**config.mk**
```make
export PLATFORM = sky130hd
export DESIGN_NAME = data_mem_lsu_flat
export DESIGN_NICKNAME = d
export VERILOG_FILES = /design/src/rtl/data_mem_lsu_if.sv /design/src/rtl/data_mem_lsu.sv /design/src/flat_wrapper.sv
export SDC_FILE = /design/constraint.sdc
export NUM_CORES = 1
export LEC_CHECK = 0
export ABC_CLOCK_PERIOD_IN_PS = 3500
export BUFFER_PORTS_ARGS = -buffer_cell sky130_fd_sc_hd__buf_2
export CAP_MARGIN = 20
export CORE_ASPECT_RATIO = 0.6
export CORE_MARGIN = 4
export CORE_UTILIZATION = 47
export CTS_BUF_LIST = sky130_fd_sc_hd__clkbuf_16
export CTS_CLUSTER_SIZE = 16
export DETAILED_ROUTE_END_ITERATION = 7
export GPL_ROUTABILITY_DRIVEN = 0
export PLACE_DENSITY = 0.77
export SLEW_MARGIN = 20
export SYNTH_ARGS = -nofsm -noshare
export SYNTH_HDL_FRONTEND = slang
export SYNTH_SLANG_ARGS = --single-unit
```
**constraint.sdc**
```tcl
create_clock -name clk -period 3.5 [get_ports clk]
set_input_delay 0.175 -clock clk [delete_from_list [all_inputs] [get_ports clk]]
set_output_delay 0.175 -clock clk [all_outputs]
set_load 0.02 [all_outputs]
```
**src/rtl/data_mem_lsu_if.sv**
```systemverilog
// Request/response handshake between the execute stage (master) and the
// load/store unit (slave).
`timescale 1ns/1ps

interface data_mem_lsu_if;
    logic        req_valid;
    logic        req_ready;
    logic        req_we;
    logic [2:0]  req_funct3;
    logic [31:0] req_addr;
    logic [31:0] req_wdata;
    logic        resp_valid;
    logic [31:0] resp_data;
    logic        resp_error;

    modport master (
        output req_valid, req_we, req_funct3, req_addr, req_wdata,
        input  req_ready, resp_valid, resp_data, resp_error
    );

    modport slave (
        input  req_valid, req_we, req_funct3, req_addr, req_wdata,
        output req_ready, resp_valid, resp_data, resp_error
    );
endinterface

```
**src/rtl/data_mem_lsu.sv**
```systemverilog
// RV32I load/store unit driving a whole-word data memory with a 1-cycle read.
// Sub-word stores use read-modify-write. Define LSU_MISALIGN_TRAP_EN to fault misaligned accesses.
`timescale 1ns/1ps

module data_mem_lsu #(
    parameter int ADDR_SIZE = 7
) (
    input  logic          clk,
    input  logic          rst,
    data_mem_lsu_if.slave bus,
    output logic [31:0]   mem_read_addr,
    input  logic [31:0]   mem_read_data,
    output logic [31:0]   mem_write_addr,
    output logic [31:0]   mem_write_data,
    output logic          mem_write_enable
);

    typedef enum logic [1:0] {IDLE, LOAD, MERGE, WRITE} state_t;

    state_t      state;
    logic [29:0] cap_word;
    logic [1:0]  cap_lane;
    logic [2:0]  cap_funct3;
    logic [15:0] cap_wdata;

    logic        is_illegal;
    logic        is_out_of_range;
    logic        req_error;
    logic [1:0]  req_lane;

    assign bus.req_ready = (state == IDLE);
    assign mem_read_addr = (state == IDLE) ? {bus.req_addr[31:2], 2'b00} : {cap_word, 2'b00};

    // NOTE: every variable assigned in always_comb gets a default first, so no latch is inferred.
    always_comb begin
        is_illegal      = 1'b0;
        is_out_of_range = |bus.req_addr[31:ADDR_SIZE+1];
        req_lane        = bus.req_addr[1:0];
        if (bus.req_we)
            is_illegal = (bus.req_funct3 >= 3'd3);
        else
            is_illegal = (bus.req_funct3 == 3'd3) || (bus.req_funct3 == 3'd6) ||
                         (bus.req_funct3 == 3'd7);
        // Halves and words are aligned down; only matters when misalignment does not trap.
        case (bus.req_funct3[1:0])
            2'b01:   req_lane = {bus.req_addr[1], 1'b0};
            2'b10:   req_lane = 2'b00;
            default: req_lane = bus.req_addr[1:0];
        endcase
`ifdef LSU_MISALIGN_TRAP_EN
        req_error = is_illegal || is_out_of_range ||
                    ((bus.req_funct3[1:0] == 2'b01) && bus.req_addr[0]) ||
                    ((bus.req_funct3[1:0] == 2'b10) && (bus.req_addr[1:0] != 2'b00));
`else
        req_error = is_illegal || is_out_of_range;
`endif
    end

    // Little-endian lane select plus sign/zero extension; funct3[2] marks unsigned.
    function automatic logic [31:0] load_extract(input logic [31:0] word, input logic [1:0] lane,
                                                 input logic [2:0] funct3);
        logic [7:0]  b;
        logic [15:0] h;
        b = word[{lane, 3'b000} +: 8];
        h = lane[1] ? word[31:16] : word[15:0];
        case (funct3[1:0])
            2'b00:   return {{24{b[7] & ~funct3[2]}}, b};
            2'b01:   return {{16{h[15] & ~funct3[2]}}, h};
            default: return word;
        endcase
    endfunction

    function automatic logic [31:0] store_merge(input logic [31:0] word, input logic [1:0] lane,
                                                input logic [2:0] funct3, input logic [15:0] wdata);
        logic [31:0] merged;
        merged = word;
        if (funct3[1:0] == 2'b00)
            merged[{lane, 3'b000} +: 8] = wdata[7:0];
        else
            merged[{lane[1], 4'b0000} +: 16] = wdata;
        return merged;
    endfunction

    // NOTE: sequential state uses non-blocking assignments only.
    always_ff @(posedge clk) begin
        if (rst) begin
            // NOTE: capture registers are left unreset; they are only read after a fresh accept.
            state            <= IDLE;
            bus.resp_valid   <= 1'b0;
            bus.resp_error   <= 1'b0;
            bus.resp_data    <= '0;
            mem_write_enable <= 1'b0;
            mem_write_addr   <= '0;
            mem_write_data   <= '0;
        end else begin
            bus.resp_valid   <= 1'b0;
            bus.resp_error   <= 1'b0;
            bus.resp_data    <= '0;
            mem_write_enable <= 1'b0;
            case (state)
                IDLE: begin
                    if (bus.req_valid) begin
                        cap_word   <= bus.req_addr[31:2];
                        cap_lane   <= req_lane;
                        cap_funct3 <= bus.req_funct3;
                        cap_wdata  <= bus.req_wdata[15:0];
                        if (req_error) begin
                            bus.resp_valid <= 1'b1;
                            bus.resp_error <= 1'b1;
                        end else if (!bus.req_we) begin
                            state <= LOAD;
                        end else if (bus.req_funct3 == 3'd2) begin
                            mem_write_addr   <= {bus.req_addr[31:2], 2'b00};
                            mem_write_data   <= bus.req_wdata;
                            mem_write_enable <= 1'b1;
                            bus.resp_valid   <= 1'b1;
                            state            <= WRITE;
                        end else begin
                            state <= MERGE;
                        end
                    end
                end
                LOAD: begin
                    bus.resp_data  <= load_extract(mem_read_data, cap_lane, cap_funct3);
                    bus.resp_valid <= 1'b1;
                    state          <= IDLE;
                end
                MERGE: begin
                    mem_write_addr   <= {cap_word, 2'b00};
                    mem_write_data   <= store_merge(mem_read_data, cap_lane, cap_funct3, cap_wdata);
                    mem_write_enable <= 1'b1;
                    bus.resp_valid   <= 1'b1;
                    state            <= WRITE;
                end
                WRITE: begin
                    state <= IDLE;
                end
                default: state <= IDLE;
            endcase
        end
    end

endmodule
```
**src/flat_wrapper.sv**
```systemverilog
// flat-port wrapper written by rule: the top's interface ports become plain ports
module data_mem_lsu_flat 
#(
    parameter int ADDR_SIZE = 7
)
  (clk, rst, mem_read_addr, mem_read_data, mem_write_addr, mem_write_data, mem_write_enable, bus_req_valid, bus_req_we, bus_req_funct3, bus_req_addr, bus_req_wdata, bus_req_ready, bus_resp_valid, bus_resp_data, bus_resp_error);
  data_mem_lsu_if bus_i ();
  input  logic clk;
  input  logic rst;
  output logic [31:0] mem_read_addr;
  input  logic [31:0] mem_read_data;
  output logic [31:0] mem_write_addr;
  output logic [31:0] mem_write_data;
  output logic mem_write_enable;
  input wire logic [$bits(bus_i.req_valid)-1:0] bus_req_valid;
  input wire logic [$bits(bus_i.req_we)-1:0] bus_req_we;
  input wire logic [$bits(bus_i.req_funct3)-1:0] bus_req_funct3;
  input wire logic [$bits(bus_i.req_addr)-1:0] bus_req_addr;
  input wire logic [$bits(bus_i.req_wdata)-1:0] bus_req_wdata;
  output wire logic [$bits(bus_i.req_ready)-1:0] bus_req_ready;
  output wire logic [$bits(bus_i.resp_valid)-1:0] bus_resp_valid;
  output wire logic [$bits(bus_i.resp_data)-1:0] bus_resp_data;
  output wire logic [$bits(bus_i.resp_error)-1:0] bus_resp_error;
  assign bus_i.req_valid = bus_req_valid;
  assign bus_i.req_we = bus_req_we;
  assign bus_i.req_funct3 = bus_req_funct3;
  assign bus_i.req_addr = bus_req_addr;
  assign bus_i.req_wdata = bus_req_wdata;
  assign bus_req_ready = bus_i.req_ready;
  assign bus_resp_valid = bus_i.resp_valid;
  assign bus_resp_data = bus_i.resp_data;
  assign bus_resp_error = bus_i.resp_error;
  data_mem_lsu #(.ADDR_SIZE(ADDR_SIZE)) u_core (.clk(clk), .rst(rst), .bus(bus_i), .mem_read_addr(mem_read_addr), .mem_read_data(mem_read_data), .mem_write_addr(mem_write_addr), .mem_write_data(mem_write_data), .mem_write_enable(mem_write_enable));
endmodule
```
# [Word-level counts from Yosys, hierarchy flattened]
# Cells that the tools add are included.
[word_totals] reg_bits=152 input_bits=103 output_inout_bits=132 wordCells=86
[classes] n_addsub=2 order_cmp=1 n_eq_ne=14 shift=5 mux=32 bitwise_logic=7 reduce_logical=14
[op_table] operator="$mux 32" n=10
[op_table] operator="$pmux 32 s2" n=3
[op_table] operator="$bwmux 32" n=2
[op_table] operator="$shift 16x7->32 const A" n=1
[op_table] operator="$shift 8x7->32 const A" n=1
[op_table] operator="$shiftx 16x7->32" n=1
[op_table] operator="$shiftx 32x6->8" n=1
[op_table] operator="$shiftx 8x7->32" n=1
[op_table] operator="$reduce_or 24->1" n=1
[op_table] operator="$mux 16" n=1
[op_table] operator="$neg 5->7" n=2
[op_table] operator="$mux 1" n=9
[op_table] operator="$eq 2x1->1 const B" n=3
[op_table] operator="$eq 2x2->1 const B" n=3
[op_table] operator="$eq 3x2->1 const B" n=2
[op_table] operator="$eq 3x3->1 const B" n=2
[op_table] operator="$mux 2" n=3
[op_table] operator="$ne 2x2->1 const B" n=3
[op_table] operator="$pmux 2 s3" n=1
[op_table] operator="$reduce_or 2->1" n=3
[op_table] operator="$not 1->1" n=5
[op_table] operator="$reduce_and 5->1" n=1
[op_table] operator="$logic_not 2->1" n=2
[op_table] operator="$pmux 1 s2" n=2
[op_table] operator="other kinds (9)" n=12

# [Depth between registers and ports, before layout]
[logic_depth] word_depth=8 ltp_mapped=10

# [Least setup slack after synthesis]
# OpenSTA, ideal clock, no wires.
[synth_timing] path_kind="register to register" startpoint="register u_core.state[0]" endpoint="register u_core.cap_funct3[0], enable pin" setup_ns=0.460 arrival_time_ns=3.148 path_slack_ns=-0.108 path_stages_with_launch=6 synth_period_minus_slack_ns=3.608 path_cell_list="dfxtp_1 > inv_1 > ha_1 > buf_2 > nand2_1 > nor2_1"
[synth_via] elab_chain_cells=2
[synth_lines] item="start: declaration" line_no="data_mem_lsu.sv:20" source="state_t state;"
[synth_lines] item="start signal: assignment" line_no="data_mem_lsu.sv:88" source="state <= IDLE;"
[synth_lines] item="start signal: assignment" line_no="data_mem_lsu.sv:111" source="state <= LOAD;"
[synth_lines] item="start signal: assignment" line_no="data_mem_lsu.sv:117" source="state <= WRITE;"
[synth_lines] item="$logic_not 2->1"
[synth_lines] item="named net bus_req_ready" line_no="flat_wrapper.sv:20" source="output wire logic [$bits(bus_i.req_ready)-1:0] bus_req_ready;"
[synth_lines] item="$reduce_and 3->1 (no line)"
[synth_lines] item="end signal: assignment" line_no="data_mem_lsu.sv:105" source="cap_funct3 <= bus.req_funct3;"
[synth_lines] item="end: declaration" line_no="data_mem_lsu.sv:23" source="logic [2:0] cap_funct3;"
# The timed path passes the listed nets, and every way through them passes these cells.
# A chain may end at the register's enable or synchronous reset.

# [Final worst setup path]
[layout_timing] startpoint="register u_core.state[0]" endpoint="register u_core.mem_write_addr[7]"
[layout_via] elab_chain_cells=3 word_cells_on_any_way=9 classes_between="5 x eq/ne; 1 x mux; 3 x reduce/logical"
[layout_lines] item="$logic_not 2->1 / $eq 2x2->1 (equally long branches)" line_no="data_mem_lsu.sv:100" source="case (state)"
[layout_lines] item="$ne 2x1->1 (no line), or another cell as far along"
[layout_lines] item="$reduce_and 5->1 (no line)"
[layout_lines] item="end signal: assignment" line_no="data_mem_lsu.sv:113" source="mem_write_addr <= {bus.req_addr[31:2], 2'b00};"
[layout_lines] item="end signal: assignment" line_no="data_mem_lsu.sv:129" source="mem_write_addr <= {cap_word, 2'b00};"
[layout_lines] item="end: declaration" line_no="data_mem_lsu.sv:13" source="output logic [31:0] mem_write_addr,"
# Several ways; a longest one is shown, not always the timed one.

==> qor.csv <==
stage;metric;value;unit
timing;timing.clock.skew;0.0124;ns
global_route;antenna_found_initial;0;
routing;route.detailed.vias_per_inst;5.85;
routing;detail_route.iter0.violations;851;
global_route;grt_start_max_net_pins;68;
routing;total_routed_length;26000;um
floorplanning;core_region_area;0.0164;mm^2
critical_path;crit_path_max_incr_delay;0.52;ns
floorplanning;pin_count;235;
cts;cts.sinks;150;
critical_path;timing.critical_path.max_delay_family;simple AND/OR/NAND/NOR gates;
layout;num-fill-cells;1443;
floorplanning;core.rowCount;36;
yosys;syn_avg_cell_area;10.7;um^2
global_route;grt_pass1_vias;6764;
global_route;grt_first_pass_wirelength;39600;um
timing;setup_tns;0;ns
floorplanning;chipHeight;109;um
cts;tritoncts;done;
floorplanning;dieArea;0.0191;mm^2
yosys;synth-seq-cells;150;
critical_path;critPathCapture;u_core.mem_write_addr[7]$_SDFFE_PP0P_;
routing;via_count;7162;
yosys;netlist_top_cells_area;sky130_fd_sc_hd__dfxtp_1 25%, sky130_fd_sc_hd__edfxtp_1 19%, sky130_fd_sc_hd__a211oi_2 9.5%;
yosys;yosys-top-cells-count;99 x sky130_fd_sc_hd__dfxtp_1, 69 x sky130_fd_sc_hd__nand2_1, 67 x sky130_fd_sc_hd__nor3_1;
cts;cts-htree-levels;4;
placed_design;dpl-instance-area;0.00907;mm^2
yosys;synth_top_cell_by_area;sky130_fd_sc_hd__dfxtp_1;
critical_path;slowest_stage_cell_crit_path;sky130_fd_sc_hd__ha_2;
yosys;synth-edff-count;51;
layout;final_area;0.0101;mm^2
routing;route.detailed.wl_per_inst;21.3;um
power;power_density;402;mW/mm^2
yosys;synth.distinct_cells;48;
critical_path;path_cells;inv_1 -> ha_2 -> nand3_1 -> nor2_1 -> and4_4 -> or2_4 -> buf_12 -> a211oi_2;
yosys;ys.flop_type;sky130_fd_sc_hd__dfxtp_1;
critical_path;crit_required;3.75;ns
layout;area.growth.synth_to_final;27.1;%
critical_path;crit_type;reg -> reg;
timing;worst_pin_slew;1.08;ns
yosys;synth.top_cell.area_share;25.0;%
cts;cts.repair.resized;0;
placed_design;detailed_place_hpwl;18100;um
power;power_leakage;4.11;nW
cts;clock_latency;0.41;ns
critical_path;worst-r2r-cell-count;8;
routing;drt_pass1_iterations;6;
worst_hold_path;hold_class;in -> reg;
floorplanning;die-width;176;um
critical_path;crit_path_start_kind;flip-flop;
timing;layout_worst_path_cycle_share;77.8;%
yosys;synth_warnings;0;
routing;postRouteAntennaNets;0;
critical_path;critical_path_peak_fanout;33;
timing;fmax;367;MHz
layout;post_route_cells_drive_above_1_share;38.2;%
timing;final_hold_viol_count;0;
timing;rsz0062_at_grt;false;
cts;postCtsSetupRepairBufs;0;
yosys;proportion_of_register_bits_with_asynchronous_set_or_reset_after_synthesis;0;%
critical_path;critical_path_cell_count;8;
timing;timing.final.max_slew_violations;0;
placed_design;placement.io_buffers;230;
layout;sequential_cell_area;0.00351;mm^2
cts;cts_max_path_buffers;2;
outcome;outcome;complete, no violations;
layout;insertedDiodeCount;0;
yosys;netlist_instances;743;
global_route;grt_use_total;26.6;%
global_route;grt_overflow_total;0;
timing;finalCriticalPeriod;2.72;ns
critical_path;regToRegStartpoint;u_core.state[0]$_SDFFE_PP0P_;
layout;multiInputGateArea;0.00396;mm^2
floorplanning;initial_utilization;48.3;%
timing;worst_slew_margin_rel;28.2;%
routing;post-route-drc-count;0;
timing;finalSetupViolCount;0;
yosys;netlist_area_pre_place;0.00792;mm^2
critical_path;critical_path_buf_inv_count;2;
critical_path;crit_arrival;2.98;ns
cts;clk_transition_reported_paths;0.07;ns
yosys;yosysMostFrequentCell;sky130_fd_sc_hd__dfxtp_1;
critical_path;r2r_slack;0.78;ns
layout;layout.nets;1098;
cts;clockRootBuffer;sky130_fd_sc_hd__clkbuf_16;
yosys;yosysSeqAreaShare;44.4;%
critical_path;endpoint_kind;flip-flop;
critical_path;worstSetupStartpoint;u_core.state[0]$_SDFFE_PP0P_;
critical_path;worstReg2RegEnd;u_core.mem_write_addr[7]$_SDFFE_PP0P_;
flow_run;max_cap_violation_count;0;
cts;numCtsBuffers;17;
power;irDropWorstVdd;0.277;mV
## cells by family after synthesis
group | count (synthesis) | share of synthesized area [%]
buffers and inverters | 86 | 6.27
DFF | 150 | 44.4
AOI/OAI and AO/OA | 180 | 20.8
muxes | 95 | 12.5
other | 1 | 0.0473
and+or+nand+nor | 219 | 14.2
adders and majority gates | 12 | 1.90
## flip-flops by register name (all words and copies together) (netlist names)
register / count
u_core.mem_write_enable: 1
u_core.cap_wdata: 16
u_core.mem_write_addr: 30
u_core.cap_funct3: 3
u_core.bus.resp_data: 32
u_core.bus.resp_error: 1
u_core.bus.resp_valid: 1
u_core.cap_lane: 2
u_core.mem_write_data: 32
u_core.state: 2
u_core.cap_word: 30
## metal layers
| metal | vias up | share of wire (%) | global-route usage, % |
|---|---|---|---|
| met5 | - | 0 | 0 |
| li1 | 3285 | - | - |
| met3 | 24 | 12 | 8.98 |
| met2 | 391 | 41 | 37.7 |
| met1 | 3462 | 45 | 39.5 |
| met4 | 0 | 0.88 | 4.89 |
## where the power goes
group | switching (mW) | total, mW | internal (mW)
Sequential | 0.0251 | 1.86 | 1.83
Clock | 0.808 | 1.73 | 0.921
Combinational | 0.276 | 0.464 | 0.188
Total | 1.11 | 4.05 | 2.94
## area by class of cell
cell class / instances / share of cell area, %
clock buffers: 17 / 4.23
clock inverters: 15 / 1.18
inverters: 17 / 0.634
multi-input cells: 510 / 39.3
flip-flops and latches: 150 / 34.9
well taps: 228 / 2.83
repair buffers: 287 / 17.0
## timing repair
action,4_1_cts,5_1_grt
hold buffers,45,0
setup endpoints to repair,0,0
hold endpoints to repair,45,0
## cell usage in the layout (no fill, tap or decap), types with 13 or more instances in the layout
| master | n |
|---|---|
| sky130_fd_sc_hd__nor2b_1 | 32 |
| sky130_fd_sc_hd__edfxtp_1 | 51 |
| sky130_fd_sc_hd__nor3_1 | 67 |
| sky130_fd_sc_hd__dlygate4sd3_1 | 45 |
| sky130_fd_sc_hd__mux2_2 | 31 |
| sky130_fd_sc_hd__nand2_1 | 69 |
| sky130_fd_sc_hd__a31oi_1 | 36 |
| sky130_fd_sc_hd__clkbuf_16 | 17 |
| sky130_fd_sc_hd__a21oi_1 | 20 |
| sky130_fd_sc_hd__a211oi_2 | 60 |
| sky130_fd_sc_hd__a221o_1 | 32 |
| sky130_fd_sc_hd__mux2i_1 | 64 |
| sky130_fd_sc_hd__nor2_1 | 19 |
| sky130_fd_sc_hd__inv_1 | 13 |
| sky130_fd_sc_hd__dfxtp_1 | 99 |
| sky130_fd_sc_hd__buf_2 | 229 |
## metrics by stage
step | power, mW | hold WS, ns | setup WS (ns) | std cells | utilization [%]
after floorplan | 2.13 | 0.274 | 0.740 | 746 | -
after global placement | 2.30 | 0.363 | 0.907 | 1147 | 55.3
after detailed placement | 2.31 | 0.363 | 0.832 | 1147 | 55.3
after CTS | 4.06 | 0.00215 | 0.820 | 1224 | 61.4
after global routing | 4.19 | 0.00686 | 0.610 | 1224 | 61.4
final | 4.05 | 0.0128 | 0.779 | 1224 | 61.4
## worst min path at each step
| stage | cells past startpoint | end | start |
|---|---|---|---|
| 2_1_floorplan | 0 | u_core.cap_funct3[0]$_DFFE_PP_ | bus_req_funct3[0] |
| 3_3_place_gp | 1 | u_core.cap_wdata[8]$_DFFE_PP_ | bus_req_wdata[8] |
| 3_5_place_dp | 1 | u_core.cap_wdata[8]$_DFFE_PP_ | bus_req_wdata[8] |
| 4_1_cts | 1 | u_core.cap_funct3[2]$_DFFE_PP_ | bus_req_funct3[2] |
| 5_1_grt | 1 | u_core.cap_funct3[2]$_DFFE_PP_ | bus_req_funct3[2] |
| 6_report | 1 | u_core.cap_funct3[2]$_DFFE_PP_ | bus_req_funct3[2] |
(Power assumes the default switching activity.)
